==> src/rtl/uart_arb_pkg.sv <==
// Shared types and UART register map for the transmit arbiter.
package uart_arb_pkg;

  typedef enum logic [2:0] {
    IDLE,
    POLL_SETUP,
    POLL_ACCESS,
    WR_SETUP,
    WR_ACCESS
  } state_t;

  localparam logic [3:0]  RX_ADDR      = 4'h0;
  localparam logic [3:0]  TX_ADDR      = 4'h4;
  localparam logic [3:0]  CONF_ADDR    = 4'h8;
  localparam int unsigned TX_FULL_BIT  = 31;
  localparam int unsigned RX_EMPTY_BIT = 31;

endpackage

==> src/rtl/uart_tx_arbiter_rr_pick.sv <==
// Combinational round-robin picker: first asserted request strictly after
// the last grant, wrapping, so a lone request equal to last wins after a full circle.
module rr_pick #(
  parameter int unsigned NUM_REQ = 4
) (
  input  logic [NUM_REQ-1:0]         req,
  input  logic [$clog2(NUM_REQ)-1:0] last,
  output logic                       found,
  output logic [$clog2(NUM_REQ)-1:0] idx
);

  localparam int unsigned GW = $clog2(NUM_REQ);

  always_comb begin
    found = 1'b0;
    idx   = last;
    for (int unsigned k = 1; k <= NUM_REQ; k++) begin
      for (int unsigned i = 0; i < NUM_REQ; i++) begin
        if (!found && req[i] && (i == (32'(last) + k) % NUM_REQ)) begin
          found = 1'b1;
          idx   = GW'(i);
        end
      end
    end
  end

endmodule

==> src/rtl/uart_tx_arbiter.sv <==
// Round-robin arbiter sharing one UART transmitter between byte-stream
// requesters; acts as APB master, polling tx-full before every byte write.
module uart_tx_arbiter #(
  parameter int unsigned NUM_REQ   = 4,
  parameter int unsigned MAX_BURST = 64,
  parameter logic [3:0]  TX_ADDR   = uart_arb_pkg::TX_ADDR
) (
  input  logic                       clk,
  input  logic                       reset,
  input  logic [NUM_REQ-1:0]         req_valid,
  input  logic [8*NUM_REQ-1:0]       req_data,
  input  logic [NUM_REQ-1:0]         req_last,
  output logic [NUM_REQ-1:0]         req_ready,
  output logic [3:0]                 apb_PADDR,
  output logic                       apb_PSEL,
  output logic                       apb_PENABLE,
  output logic                       apb_PWRITE,
  output logic [31:0]                apb_PWDATA,
  input  logic                       apb_PREADY,
  input  logic [31:0]                apb_PRDATA,
  output logic [$clog2(NUM_REQ)-1:0] grant_id,
  output logic                       busy
);

  import uart_arb_pkg::*;

  localparam int unsigned GW = $clog2(NUM_REQ);
  localparam int unsigned BW = $clog2(MAX_BURST + 1);

  state_t               state, state_n;
  logic                 pick_found;
  logic [GW-1:0]        pick_idx;
  logic [BW-1:0]        burst_cnt;
  logic                 last_q;
  logic                 accept;
  logic                 sel_valid;
  logic                 sel_last;
  logic [7:0]           sel_byte;
  logic [NUM_REQ-1:0]   grant_onehot;

  rr_pick #(.NUM_REQ(NUM_REQ)) u_pick (
    .req   (req_valid),
    .last  (grant_id),
    .found (pick_found),
    .idx   (pick_idx)
  );

  always_comb begin
    sel_valid    = 1'b0;
    sel_last     = 1'b0;
    sel_byte     = '0;
    grant_onehot = '0;
    for (int unsigned i = 0; i < NUM_REQ; i++) begin
      if (grant_id == GW'(i)) begin
        sel_valid       = req_valid[i];
        sel_last        = req_last[i];
        sel_byte        = req_data[8*i +: 8];
        grant_onehot[i] = 1'b1;
      end
    end
  end

  always_comb begin
    state_n     = state;
    apb_PSEL    = 1'b0;
    apb_PENABLE = 1'b0;
    req_ready   = '0;
    accept      = 1'b0;
    case (state)
      IDLE: begin
        if (pick_found) state_n = POLL_SETUP;
      end
      POLL_SETUP: begin
        apb_PSEL = 1'b1;
        state_n  = POLL_ACCESS;
      end
      POLL_ACCESS: begin
        apb_PSEL    = 1'b1;
        apb_PENABLE = 1'b1;
        if (apb_PREADY) begin
          if (apb_PRDATA[TX_FULL_BIT]) begin
            state_n = POLL_SETUP;
          end else if (sel_valid) begin
            accept    = 1'b1;
            req_ready = grant_onehot;
            state_n   = WR_SETUP;
          end else begin
            state_n = IDLE;
          end
        end
      end
      WR_SETUP: begin
        apb_PSEL = 1'b1;
        state_n  = WR_ACCESS;
      end
      WR_ACCESS: begin
        apb_PSEL    = 1'b1;
        apb_PENABLE = 1'b1;
        if (apb_PREADY) begin
          // last and burst limit together still yield one release
          if (last_q || (burst_cnt == BW'(MAX_BURST))) state_n = IDLE;
          else                                         state_n = POLL_SETUP;
        end
      end
      default: state_n = IDLE;
    endcase
  end

  always_ff @(posedge clk or posedge reset) begin
    if (reset) begin
      state      <= IDLE;
      grant_id   <= GW'(NUM_REQ - 1);
      burst_cnt  <= '0;
      last_q     <= 1'b0;
      apb_PADDR  <= '0;
      apb_PWRITE <= 1'b0;
      apb_PWDATA <= '0;
    end else begin
      state <= state_n;
      if (state == IDLE && pick_found) begin
        grant_id   <= pick_idx;
        burst_cnt  <= '0;
        apb_PADDR  <= TX_ADDR;
        apb_PWRITE <= 1'b0;
      end
      if (accept) begin
        apb_PWDATA <= {24'b0, sel_byte};
        last_q     <= sel_last;
        apb_PWRITE <= 1'b1;
        if (burst_cnt != BW'(MAX_BURST)) burst_cnt <= burst_cnt + 1'b1;
      end
      if (state == WR_ACCESS && state_n == POLL_SETUP) apb_PWRITE <= 1'b0;
    end
  end

  assign busy = (state != IDLE);

endmodule
==> config.mk <==
export PLATFORM = sky130hd
export DESIGN_NAME = uart_tx_arbiter
export DESIGN_NICKNAME = d
export VERILOG_FILES = /design/src/rtl/uart_arb_pkg.sv /design/src/rtl/uart_tx_arbiter_rr_pick.sv /design/src/rtl/uart_tx_arbiter.sv
export SDC_FILE = /design/constraint.sdc
export NUM_CORES = 1
export LEC_CHECK = 0
export BUFFER_PORTS_ARGS = -buffer_cell sky130_fd_sc_hd__buf_2
export CAP_MARGIN = 20
export CORE_MARGIN = 2
export CORE_UTILIZATION = 45
export CTS_BUF_LIST = sky130_fd_sc_hd__clkbuf_4 sky130_fd_sc_hd__clkbuf_8
export CTS_CLUSTER_SIZE = 10
export DETAILED_ROUTE_END_ITERATION = 8
export PLACE_DENSITY = 0.95
export SLEW_MARGIN = 20
export SYNTH_ARGS = -nofsm -noshare
export SYNTH_HDL_FRONTEND = slang
export SYNTH_HIERARCHICAL = 1
export SYNTH_SLANG_ARGS = --single-unit
==> constraint.sdc <==
create_clock -name clk -period 4.3 [get_ports clk]
set_clock_uncertainty 0.1 [all_clocks]
set_input_delay 0.215 -clock clk [delete_from_list [all_inputs] [get_ports clk]]
set_output_delay 0.215 -clock clk [all_outputs]
set_load 0.1 [all_outputs]
Word level (Yosys, flattened, before mapping)
Index checks and enable logic that the tools add are counted.

Bits in registers: 23. Input bits: 75. Output and inout port bits: 46.

Add/sub/neg operators: 5. Eq/ne operators: 22. Mux-type cells: 71. Reduce and logical (&&, ||, !) cells: 61.

Operators by type and width (number): $logic_not 32->1 (4); $mux 1 (38); $mux 2 (18); $logic_and 1x1->1 (33); $mux 8 (4); $mux 7 (3); $eq 2x2->1 const A (8); $mux 4 (4); $reduce_bool 16->1 (1); $logic_not 1->1 (15); $pmux 3 s5 (1); $mux 3 (3); $eq 1x2->1 const A (4); $add 7x1->7 const B (1); $eq 7x7->1 const B (1); $ne 7x7->1 const B (1); $eq 3x1->1 const B (2); $eq 3x2->1 const B (2); $reduce_bool 3->1 (2); $add 2x1->2 const B (2); $add 2x2->2 const B (2); $eq 2x2->1 const B (2); $reduce_or 4->1 (1); $eq 3x3->1 const B (1); 6 further kinds (6).

Logic depth before layout (Yosys ltp)
Word-level depth: 69. Mapped depth: 7. Mapped depth without buffers: 6.

Hierarchy
Netlist, hierarchy kept.

Modules (own cells, without submodules): uart_tx_arbiter (instances 1, cells an instance 143, area an instance 1586.5 µm², sequential area each 578.1 µm²); rr_pick (instances 1, cells an instance 13, area an instance 76.3 µm², sequential area each 0.0 µm²).

Least setup slack after synthesis
OpenSTA, ideal clock, no wires.

Path type: register to output. Start: register grant_id[0]. End: output req_ready[1]. Data arrival time: 3.831 ns. Path slack: 0.154 ns. Stages on the path, launching flop included: 6. Path buffers: 2. Path through: dfstp_2 -> buf_6 -> mux4_2 -> nand3b_4 -> buf_4 -> nor3b_1.

Longest elaborated chain between the ends: 9.

Ends and longest elaborated chain: from (decl) (RTL line uart_tx_arbiter.sv:21) `output logic [$clog2(NUM_REQ)-1:0] grant_id,`; from (signal assigned) (RTL line uart_tx_arbiter.sv:112) `grant_id <= GW'(NUM_REQ - 1);`; from (signal assigned) (RTL line uart_tx_arbiter.sv:121) `grant_id <= pick_idx;`; $logic_not 2->1 (RTL line uart_tx_arbiter.sv:54) `if (grant_id == GW'(i)) begin`; $mux 1 (4 in series) (RTL line uart_tx_arbiter.sv:54); $mux 4 (*) (RTL line uart_tx_arbiter.sv:83) `end else if (sel_valid) begin`; $mux 4 (*) (RTL line uart_tx_arbiter.sv:81) `if (apb_PRDATA[TX_FULL_BIT]) begin`; $mux 4 (*) (RTL line uart_tx_arbiter.sv:80) `if (apb_PREADY) begin`; $mux 4 (*) (RTL line uart_tx_arbiter.sv:69) `case (state)`; to (decl) (RTL line uart_tx_arbiter.sv:13) `output logic [NUM_REQ-1:0] req_ready,`.

Mark *: on every way between the ends. The rest lies on a longest branch, timed or not.

Final worst setup path
Same ends and word-level chain as after synthesis.

==> summary.txt <==
Synth Area in Simple Gates: 16.9%
Max_slew headroom: 45.6%
Status: finished with violations
Initial DRC Count: 23
Met2 WL: 1780 um
WL met1: 1210 um
Initial antenna violation count: 0
Critical path arrival: 2.48 ns
Synth unique cells: 44
Post CTS Setup Buffer Count: 0
Number of enable flip-flop cells after synthesis: 0
Final worst-path cycle share: 64.9%
Vias in the first global route: 1198
Post-Synth Adder-Cell Area: 1.50%
Multi-input combinational cell area: 903 sq um
Number of I/O pins: 121
Final hold slack: -0.00632 ns
FF/Latch Area: 578 sq um
Highest metal used: met4
Layout cells sized above 1: 44.4%
Critical path class: reg -> out
Layout Utilization: 53.4%
RSZ-0062 raised after global routing: false
Largest area contributor in the netlist: dfrtp_1
Mapped cell area: 1660 sq um
Worst Path Required: 3.98 ns
Pwr Total: 1.61 mW
R2R setup slack: 1.92 ns
Clock Path Buffers: 2
FP Rows: 22
Share of Yosys cell area claimed by the top area cell type: 31.6%
Compound-Gate Fraction of Synth Area: 5.27%
Layout fillers: 346
Clk slew on worst S/H paths: 0.08 ns
Post-synthesis mux area share: 23.6%
First-pass GRT wire length: 5280 um
DRT Wirelength: 3230 um
Top_reg_cell synth: dfrtp_1
Drc violations: 0
Placer Congestion: 0.809
Synthesis-to-layout area growth: 15.7%
CTS tree: done
Vias per cell: 4.88
Inserted Diodes: 0
Final #Nets: 292
Maximum vdd ir drop: 0.631 mV
Crit Path Max Fanout: 21
Placed cell count: 258
Fin crit period: 2.79 ns
Setup violators final: 0
Pre-antenna DRT Iters: 5
Post-Synth XOR/XNOR Area: 1.05%
Reg2reg path depth: 4
Final Hold Viols: 21
Post-Syn Instances: 156
Hold buffers post-CTS: 0
Count of pins over their slew limit: 0
Final cell count without fillers: 262
Placed wire-length estimate: 2630 um
Synth top area cells: dfrtp_1 32%, mux4_2 14%, buf_4 13%
Register area share after synthesis: 34.8%
Routed wl met3: 171 um
P_leak: 0.966 nW
WL per Instance: 12.3 um
CTS Buf Count: 3
Critical path launch point type: flop
Ys async rst share: 100%
Synth Register Bits: 23
Fmax: 0.358 GHz
PortBufs: 62
Max Cap Violations: 0
Failing checks: negative hold slack
Grt ovf: 0
H-Tree Depth: 1
RR Startpoint: grant_id[0]
Critical R2R Capture: burst_cnt[2]
Resized cells post-CTS: 0
Starting Density: 46.1%
Sink Count: 23
Dpl cell area: 1880 sq um
Clock Latency Late Sink: 0.27 ns
Die width: 64.8 um
Slew @ Worst Pin: 0.815 ns
Die Y: 64.8 um
Largest net degree at the start of global routing: 24
Final instance area: 1920 sq um
Main combinational cell family by area after synthesis: multiplexers
Detail Route Antenna Nets: 0
PwrDens: 837 nW/um^2
Via count: 1279
HP Class: in -> async
Core ar.: 3610 sq um
Worst Setup End Kind: output port
CTS root buf: clkbuf_8
Syn avg cell area: 10.7 sq um
Total GRT Usage: 15.9%
Yosys warns: 6
Die area: 4200 sq um
Sum Neg Setup Slack: 0 ns
## report_power, final
part	internal, mW	switching (mW)	total (mW)
registers	0.297	0.110	0.407
clock network	0.0648	0.0711	0.136
logic	0.249	0.818	1.07
total	0.611	0.999	1.61
## flip-flops by register name, indices dropped and copies added (netlist names)
signal	count
apb_PADDR	1
grant_id	2
state	3
burst_cnt	7
last_q	1
apb_PWRITE	1
apb_PWDATA	8
## layer usage
metal / vias up / GRT usage, %
met5: - / 0
met4: 0 / 6.12
met3: 8 / 1.04
met2: 51 / 29.5
met1: 611 / 19.2
li1: 609 / -
## worst max-delay path by stage
stage	startpoint	to	slack (ns)	cells after the start
after CTS	grant_id[0]	req_ready[1]	1.49	4
after detailed placement	grant_id[0]	req_ready[1]	1.79	4
after global routing	grant_id[0]	req_ready[1]	1.24	4
after floorplan	grant_id[0]	req_ready[1]	0.15	5
final	grant_id[0]	req_ready[1]	1.51	4
after global placement	grant_id[0]	req_ready[1]	1.81	4
## cell usage after synthesis (2+ instances only)
cell type / number
buf_4: 28
dfrtp_1: 21
nand2_1: 18
mux4_2: 10
mux2_2: 9
inv_1: 7
nor2_1: 7
mux2i_1: 5
nor3_1: 4
a21oi_1: 3
clkbuf_1: 3
dfstp_2: 2
ha_1: 2
nand3_1: 2
nor2b_1: 2
nor3b_1: 2
o21ai_0: 2
or3_1: 2
xnor2_1: 2
## worst max-delay path: stages, from the launching register on
cell and delay [ns]:
dfstp_2 0.83, mux4_2 0.38, nand3b_4 0.26, nor3b_1 0.27, buf_2 0.46
## cell type report
| class | instances | area share [%] |
|---|---|---|
| Inverter | 7 | 1.37 |
| Multi-Input combinational cell | 118 | 46.9 |
| Timing Repair Buffer | 62 | 16.1 |
| Clock inverter | 1 | 0.260 |
| Clock buffer | 3 | 2.15 |
| Sequential cell | 23 | 30.0 |
| Tap cell | 48 | 3.12 |
## stage by stage
stage | worst slack (ns) | hold WS, ns
floorplan | 0.154 | 0.115
global placement | 1.81 | 0.333
detailed placement | 1.79 | 0.320
CTS | 1.49 | 0.0391
global route | 1.24 | 0.0880
finish | 1.51 | -0.00632
## cells in the final DEF (no fill, tap or decap), types with 4 or more instances in the layout
cell     count
mux2_2       9
mux4_2      10
dfrtp_1     21
mux2i_1      5
nor3_1       4
nor2_1       7
inv_1        7
conb_1      27
nand2_1     18
buf_2       62
## kinds of logic (layout without fill, tap and decap cells)
family / count (synthesis) / count (layout)
and+or+nand+nor: 49 / 49
buffers and inverters: 41 / 73
muxes: 25 / 25
DFF: 23 / 23
AOI/OAI and AO/OA: 13 / 13
adders and majority gates: 2 / 2
xor gates and xnor gates: 2 / 2
other: 1 / 27
(Power assumes the default switching activity.)
